## config.mk

```make
export PLATFORM = sky130hd
export DESIGN_NAME = actmap_drain
export DESIGN_NICKNAME = d
export VERILOG_FILES = /design/src/rtl/actmap_drain.sv
export SDC_FILE = /design/constraint.sdc
export NUM_CORES = 1
export LEC_CHECK = 0
export BUFFER_PORTS_ARGS = -buffer_cell sky130_fd_sc_hd__buf_4
export CAP_MARGIN = 25
export CORE_MARGIN = 4
export CORE_UTILIZATION = 54
export CTS_CLUSTER_SIZE = 28
export DETAILED_ROUTE_END_ITERATION = 10
export PLACE_DENSITY = 0.82
export SLEW_MARGIN = 15
export SYNTH_ARGS = -nofsm -noshare
export SYNTH_HDL_FRONTEND = slang
export SYNTH_SLANG_ARGS = --single-unit
```

## constraint.sdc

```tcl
create_clock -name clk -period 3.5 [get_ports clk]
set_input_delay 0.35 -clock clk [delete_from_list [all_inputs] [get_ports clk]]
set_output_delay 0.35 -clock clk [all_outputs]
set_load 0.005 [all_outputs]
```

## src/rtl/actmap_drain.sv

```systemverilog
// actmap_drain: reads BRAM2 in address order and streams each word over valid/ready.
// A 2-entry buffer absorbs the one-cycle read latency, so no word is lost under backpressure.
module actmap_drain #(
  parameter int DATA_WIDTH      = 8,
  parameter int PE_SIZE         = 14,
  parameter int OUT_CH          = 64,
  parameter int MEM2_DATA_WIDTH = PE_SIZE*DATA_WIDTH,
  parameter int MEM2_DEPTH      = PE_SIZE*OUT_CH,
  parameter int MEM2_ADDR_WIDTH = $clog2(MEM2_DEPTH)
) (
  input  logic                       clk,
  input  logic                       rst_n,
  input  logic                       drain_start_i,
  output logic                       drain_busy_o,
  output logic                       drain_done_o,
  output logic                       mem2_ce0_o,
  output logic                       mem2_we0_o,
  output logic [MEM2_ADDR_WIDTH-1:0] mem2_addr0_o,
  input  logic [MEM2_DATA_WIDTH-1:0] mem2_q0_i,
  output logic                       m_valid_o,
  input  logic                       m_ready_i,
  output logic [MEM2_DATA_WIDTH-1:0] m_data_o,
  output logic                       m_last_o
);
  typedef enum logic [1:0] {IDLE, READ, FLUSH, DONE} state_t;
  localparam logic [MEM2_ADDR_WIDTH-1:0] LAST_ADDR = MEM2_ADDR_WIDTH'(MEM2_DEPTH-1);
  state_t                     state_q;
  logic [MEM2_ADDR_WIDTH-1:0] addr_q;
  logic                       inflight_q, inflight_last_q;
  logic [1:0]                 cnt_q, cnt_d, lvl;
  logic [MEM2_DATA_WIDTH:0]   entry0_q, entry1_q, entry0_d, entry1_d, push_w;
  logic                       pop, push, issue, at_end;
  logic [2:0]                 pend;
  // entries carry {last, data}; entry0 is the head presented downstream
  always_comb begin
    pop      = (cnt_q != 2'd0) & m_ready_i;
    push     = inflight_q;
    pend     = 3'(cnt_q) + 3'(inflight_q) - 3'(pop);
    issue    = (state_q == READ) & (pend < 3'd2);
    at_end   = addr_q == LAST_ADDR;
    lvl      = cnt_q - 2'(pop);
    push_w   = {inflight_last_q, mem2_q0_i};
    cnt_d    = cnt_q + 2'(push) - 2'(pop);
    entry0_d = (pop & (cnt_q == 2'd2)) ? entry1_q : (push & (lvl == 2'd0)) ? push_w : entry0_q;
    entry1_d = (push & (lvl == 2'd1)) ? push_w : entry1_q;
  end
  always_ff @(posedge clk or negedge rst_n) begin
    if (!rst_n) begin
      state_q         <= IDLE;
      addr_q          <= '0;
      inflight_q      <= 1'b0;
      inflight_last_q <= 1'b0;
      cnt_q           <= 2'd0;
      entry0_q        <= '0;
      entry1_q        <= '0;
    end else begin
      inflight_q      <= issue;
      inflight_last_q <= issue & at_end;
      cnt_q           <= cnt_d;
      entry0_q        <= entry0_d;
      entry1_q        <= entry1_d;
      if (issue && !at_end) addr_q <= addr_q + 1'b1;
      case (state_q)
        IDLE: if (drain_start_i) begin
          state_q <= READ;
          addr_q  <= '0;
        end
        READ:  if (issue && at_end) state_q <= FLUSH;
        FLUSH: if (!inflight_q && cnt_q == 2'd1 && pop && entry0_q[MEM2_DATA_WIDTH]) state_q <= DONE;
        default: state_q <= IDLE;
      endcase
    end
  end
  assign drain_busy_o = (state_q == READ) | (state_q == FLUSH);
  assign drain_done_o = state_q == DONE;
  assign mem2_ce0_o   = issue;
  assign mem2_we0_o   = 1'b0;
  assign mem2_addr0_o = addr_q;
  assign m_valid_o    = cnt_q != 2'd0;
  assign m_data_o     = entry0_q[MEM2_DATA_WIDTH-1:0];
  assign m_last_o     = entry0_q[MEM2_DATA_WIDTH];
endmodule

```

Word level (Yosys, flattened, before mapping)
Index checks and enable logic that the tools add are counted.
- output and inout bits: 128
- bits in registers: 242
- reductions and logical operators: 12
- $lt $le $gt $ge: 1
- bitwise logic cells: 7
- add/subtract/negate cells: 6
- equal/unequal tests: 10
- multiplexer cells: 9
- operators with widths (operator ; count):
    113-bit two-way mux ; 2
    10-bit two-way mux ; 3
    10-bit by 1-bit adder with 10-bit output, second input constant ; 1
    10-bit == test, second input constant ; 1
    1-bit AND ; 6
    2-bit by 1-bit == test with 1-bit output, second input constant ; 3
    2-bit == test, second input constant ; 3
    2-bit two-way mux ; 3
    2-bit != test, second input constant ; 3
    2-bit case mux with 3 select lines ; 1
    1-bit logical AND ; 5
    2-bit logical NOT ; 2
    2-bit nonzero test ; 2
    2-bit by 1-bit subtractor with 2-bit output ; 2
    2-bit by 1-bit adder with 3-bit output ; 1
    3-bit by 2-bit less-than comparator with 1-bit output, second input constant ; 1
    3-bit AND reduction ; 1
    3-bit by 1-bit subtractor with 3-bit output ; 1
    2-bit by 1-bit adder with 2-bit output ; 1
    1-bit logical NOT ; 2
    1-bit OR ; 1

Longest topological paths before layout
- depth after elaboration: 9
- mapped depth: 12
- gate-level depth less buffers: 11

Least setup slack after synthesis
No wires, ideal clock.
- path kind: reg2reg
- start: register cnt_q[1]
- end: register state_q[1]
- data arrival time: 2452 ps
- setup slack: 923 ps
- cell stages (with the launch flop): 11
- library setup time: 125 ps
- buffers on the path: 2
- data required time: 3375 ps
- cells stage by stage: dfrtp_1 nand3_1 inv_2 buf_2 fa_1 nand2_1 or2_1 buf_6 nor3_4 o221ai_2 mux2_4
- cells in the longest elaborated chain, start to end: 8
- elaborated cells between the ends (all ways): 14
- classes of those cells: add/sub: 2; order compare: 1; eq/ne: 3; bitwise: 2; reduce/logical: 6
- ends and longest elaborated chain (what ; RTL line ; text):
    from (decl) ; 30 ; logic [1:0] cnt_q, cnt_d, lvl;
    from (signal assigned) ; 59 ; cnt_q <= cnt_d;
    branches (longest 7 deep; another with 2-bit by 1-bit adder with 3-bit output) ; -- ;
    3-bit AND reduction (no line) (*) ; -- ;
    to (signal assigned) ; 68 ; READ: if (issue && at_end) state_q <= FLUSH;
    to (signal assigned) ; 69 ; FLUSH: if (!inflight_q && cnt_q == 2'd1 && pop && entry0_q[MEM2_DATA_WIDTH]) state_q <= DONE;
    to (signal assigned) ; 70 ; default: state_q <= IDLE;
    to (decl) ; 27 ; state_t state_q;
Every way passes the cells marked *.
A chain may end at the register's enable or synchronous reset.

Worst setup path after layout
- start: register cnt_q[1]
- end: output mem2_ce0_o
- cells in the longest elaborated chain, start to end: 5
- elaborated cells between the ends (all ways): 6
- classes of those cells: add/sub: 2; order compare: 1; bitwise: 2; reduce/logical: 1
- ends and longest elaborated chain (what ; RTL line ; text):
    branches (longest 2 deep; another with 2-bit by 1-bit adder with 3-bit output) ; -- ;
    3-bit by 1-bit subtractor with 3-bit output (*) ; 38 ; pend = 3'(cnt_q) + 3'(inflight_q) - 3'(pop);
    3-bit by 2-bit less-than comparator with 1-bit output (*) ; 39 ; issue = (state_q == READ) & (pend < 3'd2);
    1-bit AND (*) ; 39 ;
    to (decl) ; 16 ; output logic mem2_ce0_o,
Marks and branches as above.

==> implementation parameters <==
Parameter                              Value

Outcome
  Outcome    finished, final reports clean

Clocking
  CTS tree    built
  Num Clock Sinks    242
  Post-CTS clock slew at the launch and capture registers of the worst setup and hold paths    60 ps
  # resized after CTS    0
  CTS root buf    sky130_fd_sc_hd__clkbuf_16
  Buffers from clock root to sink, at most    3
  H-tree levels    1
  Number of buffers added by the clock tree synthesis step    25
  Worst-Skew Late Latency    500 ps

Die
  Die area    21300 um^2
  Top-level I/O count    244
  Area of the core region    18700 um^2
  Initial core utilization    0.548
  Die span in x    146 um
  Vertical die dimension    146 um
  Std-Cell Rows    50

Hold path
  Terminating pin of the worst hold path    entry1_q[30]$_DFFE_PN0P_
  Worst hold path type    input port to flop
  Number of cells on the worst hold path    2
  Hold path startpoint    mem2_q0_i[30]

Yosys
  Register area share after synthesis    0.591
  Summed instance area of the synthesized netlist    10300 um^2
  Yosys Warn Count    0
  Syn Area/Cell    12.5 um^2
  Syn Inst Count    822
  Async set or reset register ratio after synthesis    1.00
  Number of flip-flops and latches in the synthesized netlist    242
  Synthesized netlist net count    947
  Number of distinct library cell variants in the gate-level netlist after synthesis    39
  Prevailing post-synth register cell    sky130_fd_sc_hd__dfrtp_1
  Post-synth EDFFs    0

Cells and area
  Final nets    1177
  Fraction of layout cells with a size suffix above 1    0.385
  Number of diodes added for antenna fixing    0
  Area added between synthesis and finish    27.0%
  Fillers    1359

Place
  Input/output buffers    242
  Detailed-placement wirelength estimate    15.1 mm
  GP Congestion    0.850
  Worst slack, placed    662 ps

Route
  Detailed router's first-iteration violation count    275
  Met3 wirelength from detailed routing    1.37 mm
  Number of detailed-routing iterations run before antenna repair    4
  Topmost layer with routed signal wires    met4
  Remaining antenna violation count    0
  Ratio of routed vias to standard cells    5.29
  Routed met1 length    9.22 mm
  Final routed DRC violation total    0
  Routed length on met2    10.9 mm
  Vias    6877
  Routed Wire Length    22.0 mm
  Routed length per placed instance    16.9 um

Pwr
  Reported leakage power    6.16 nW
  Ratio of total power to cell area    875 nW/um^2
  Maximum resistive drop on vdd    0.678 mV

Global routing
  Number of antenna violations at the first check in global routing    0
  Maximum number of pins on one net before global-route repair    151
  Gr ovfl total    0
  First-pass GRT wire length    36.7 mm
  Vias in the first global route    7321
  Global routing usage summed across all routing layers    0.207

Setup path
  Crit path required time    3150 ps
  Type of the worst setup path    flop to output pin
  Endpoint of the lowest-slack register-to-register path    state_q[1]$_DFFE_PN0P_
  Slack of the worst reg-to-reg path    660 ps
  Largest fanout on the critical path    7
  Kind of cell adding the most delay to the critical path    simple AND/OR/NAND/NOR gates
  Endpoint kind of the worst setup timing path    output pin
  Delay contributed by the slowest stage of the critical path    490 ps
  Kind of start point of the critical path    flop
  Cell breakdown of the critical path    nand3_1, nand2_1, ha_1, inv_1, fa_1, nand2_1, or2_1, inv_1, buf_4
  Critical-path cell with the highest stage delay    sky130_fd_sc_hd__fa_1
  CP Data Arrival Time    2700 ps
  Number of cells on the worst reg-to-reg path    10
  FF-to-FF Start    cnt_q[1]$_DFF_PN0_
  Buffers and inverters on the worst path    3

Timing
  Worst Clk Skew    9.29 ps
  Worst max-slew margin expressed relative to the limit    0.402
  Final worst path period share    0.873
  Max Transition Viols Final    0
  Transition at the pin with the smallest max-transition slack    897 ps
  Fin Hold WS    92.7 ps
  Maximum achievable frequency    327 MHz
  RSZ-0062 raised after global routing    false
  Final setup violation count    0
  Worst-case setup margin in the final layout    445 ps
  Min Clock Period, post-route    3050 ps
  Sum of negative setup slack    0 ps
  Number of hold violations in the final report    0

Flow run
  Max-capacitance violation count    0
## power by group
group	internal (W)	switching, W
Combinational	0.00219	0.00187
Sequential	0.00415	0.000748
Clock	0.00143	0.00101
## registers in the layout, summed over array words and instances (netlist names)
signal,flops
cnt_q,2
entry0_q,113
entry1_q,113
inflight_last_q,1
inflight_q,1
mem2_addr0_o,10
state_q,2
## layout make-up
| cell class | instances | area [um^2] | share of cell area |
|---|---|---|---|
| multi-input cells | 519 | 3910 | 0.300 |
| inverters | 10 | 42.5 | 0.00327 |
| well taps | 234 | 293 | 0.0225 |
| clock inverters | 5 | 25.0 | 0.00192 |
| flip-flops and latches | 242 | 6060 | 0.465 |
| repair buffers | 254 | 1960 | 0.151 |
| clock buffers | 37 | 731 | 0.0561 |
## kinds of logic (layout without fill, tap and decap cells)
kind of cell,Yosys count,in the layout,synth area share
muxes,228,228,0.237
and+or+nand+nor,152,152,0.0629
xor gates and xnor gates,10,10,0.00854
AOI/OAI and AO/OA,119,119,0.0604
other,1,1,0.000366
DFF,242,242,0.591
buffers and inverters,61,306,0.0286
adders and majority gates,9,9,0.0117
## repair_timing
item,CTS,global route
hold buffers,1,0
buffers inserted,0,0
endpoints found under the hold margin,92,0
## how the worst max path moves through the flow
| stage | startpoint | endpoint | slack, ps | cells after the start |
|---|---|---|---|---|
| after floorplan | cnt_q[1]$_DFF_PN0_ | state_q[1]$_DFFE_PN0P_ | 920 | 10 |
| after global placement | cnt_q[1]$_DFF_PN0_ | state_q[1]$_DFFE_PN0P_ | 730 | 10 |
| after detailed placement | cnt_q[1]$_DFF_PN0_ | state_q[1]$_DFFE_PN0P_ | 660 | 10 |
| after CTS | cnt_q[1]$_DFF_PN0_ | mem2_ce0_o | 420 | 9 |
| after global routing | cnt_q[1]$_DFF_PN0_ | mem2_ce0_o | 200 | 9 |
| final | cnt_q[1]$_DFF_PN0_ | mem2_ce0_o | 450 | 9 |
## worst reg2reg max path, stage by stage, from the launching register on
cell and delay (ps):
sky130_fd_sc_hd__dfrtp_1 440, sky130_fd_sc_hd__nand3_1 220, sky130_fd_sc_hd__nand2_1 190, sky130_fd_sc_hd__ha_1 160
sky130_fd_sc_hd__inv_1 50, sky130_fd_sc_hd__fa_1 490, sky130_fd_sc_hd__nand2_1 80, sky130_fd_sc_hd__or2_1 340
sky130_fd_sc_hd__nor3_4 260, sky130_fd_sc_hd__o221ai_2 160, sky130_fd_sc_hd__mux2_4 320
## placed cells by master, fill, tap and decap left out, types with 8 or more instances in the layout
| master | n |
|---|---|
| sky130_fd_sc_hd__nor2_1 | 9 |
| sky130_fd_sc_hd__inv_1 | 9 |
| sky130_fd_sc_hd__dfrtp_1 | 242 |
| sky130_fd_sc_hd__mux2i_1 | 114 |
| sky130_fd_sc_hd__o21ai_0 | 109 |
| sky130_fd_sc_hd__nand2_1 | 119 |
| sky130_fd_sc_hd__clkbuf_16 | 25 |
| sky130_fd_sc_hd__buf_4 | 249 |
| sky130_fd_sc_hd__mux2_2 | 113 |
| sky130_fd_sc_hd__ha_1 | 8 |
## metal layers
metal / up-vias / GRT usage
met5: - / 0
met4: 0 / 0.0617
met3: 39 / 0.0436
met2: 178 / 0.356
met1: 3369 / 0.265
li1: 3291 / -
## Yosys cell counts (2+ instances only)
master	n	area, um^2
sky130_fd_sc_hd__xnor2_1	5	43.8
sky130_fd_sc_hd__mux2i_1	114	1140
sky130_fd_sc_hd__nor3_1	3	15.0
sky130_fd_sc_hd__inv_1	9	33.8
sky130_fd_sc_hd__nand4_1	2	12.5
sky130_fd_sc_hd__ha_1	8	100
sky130_fd_sc_hd__nor4_1	2	12.5
sky130_fd_sc_hd__buf_4	4	30.0
sky130_fd_sc_hd__mux2_2	113	1270
sky130_fd_sc_hd__nand2_1	120	450
sky130_fd_sc_hd__o21ai_1	6	30.0
sky130_fd_sc_hd__xor2_1	5	43.8
sky130_fd_sc_hd__dfrtp_1	242	6060
sky130_fd_sc_hd__nand3_1	5	25.0
sky130_fd_sc_hd__nor2_1	9	33.8
sky130_fd_sc_hd__buf_2	33	165
sky130_fd_sc_hd__clkbuf_1	12	45.0
sky130_fd_sc_hd__o21ai_0	109	546
## stage by stage
step / util / instance area (um^2) / instances / total power, W
6_report: 0.696 / 13000 / 1301 / 0.0114
2_1_floorplan: - / 10300 / 822 / 0.00724
5_1_grt: 0.696 / 13000 / 1301 / 0.0122
3_5_place_dp: 0.655 / 12300 / 1258 / 0.00906
4_1_cts: 0.696 / 13000 / 1301 / 0.0115
3_3_place_gp: 0.654 / 12200 / 1257 / 0.00884
Power figures use the tool's default switching activity.
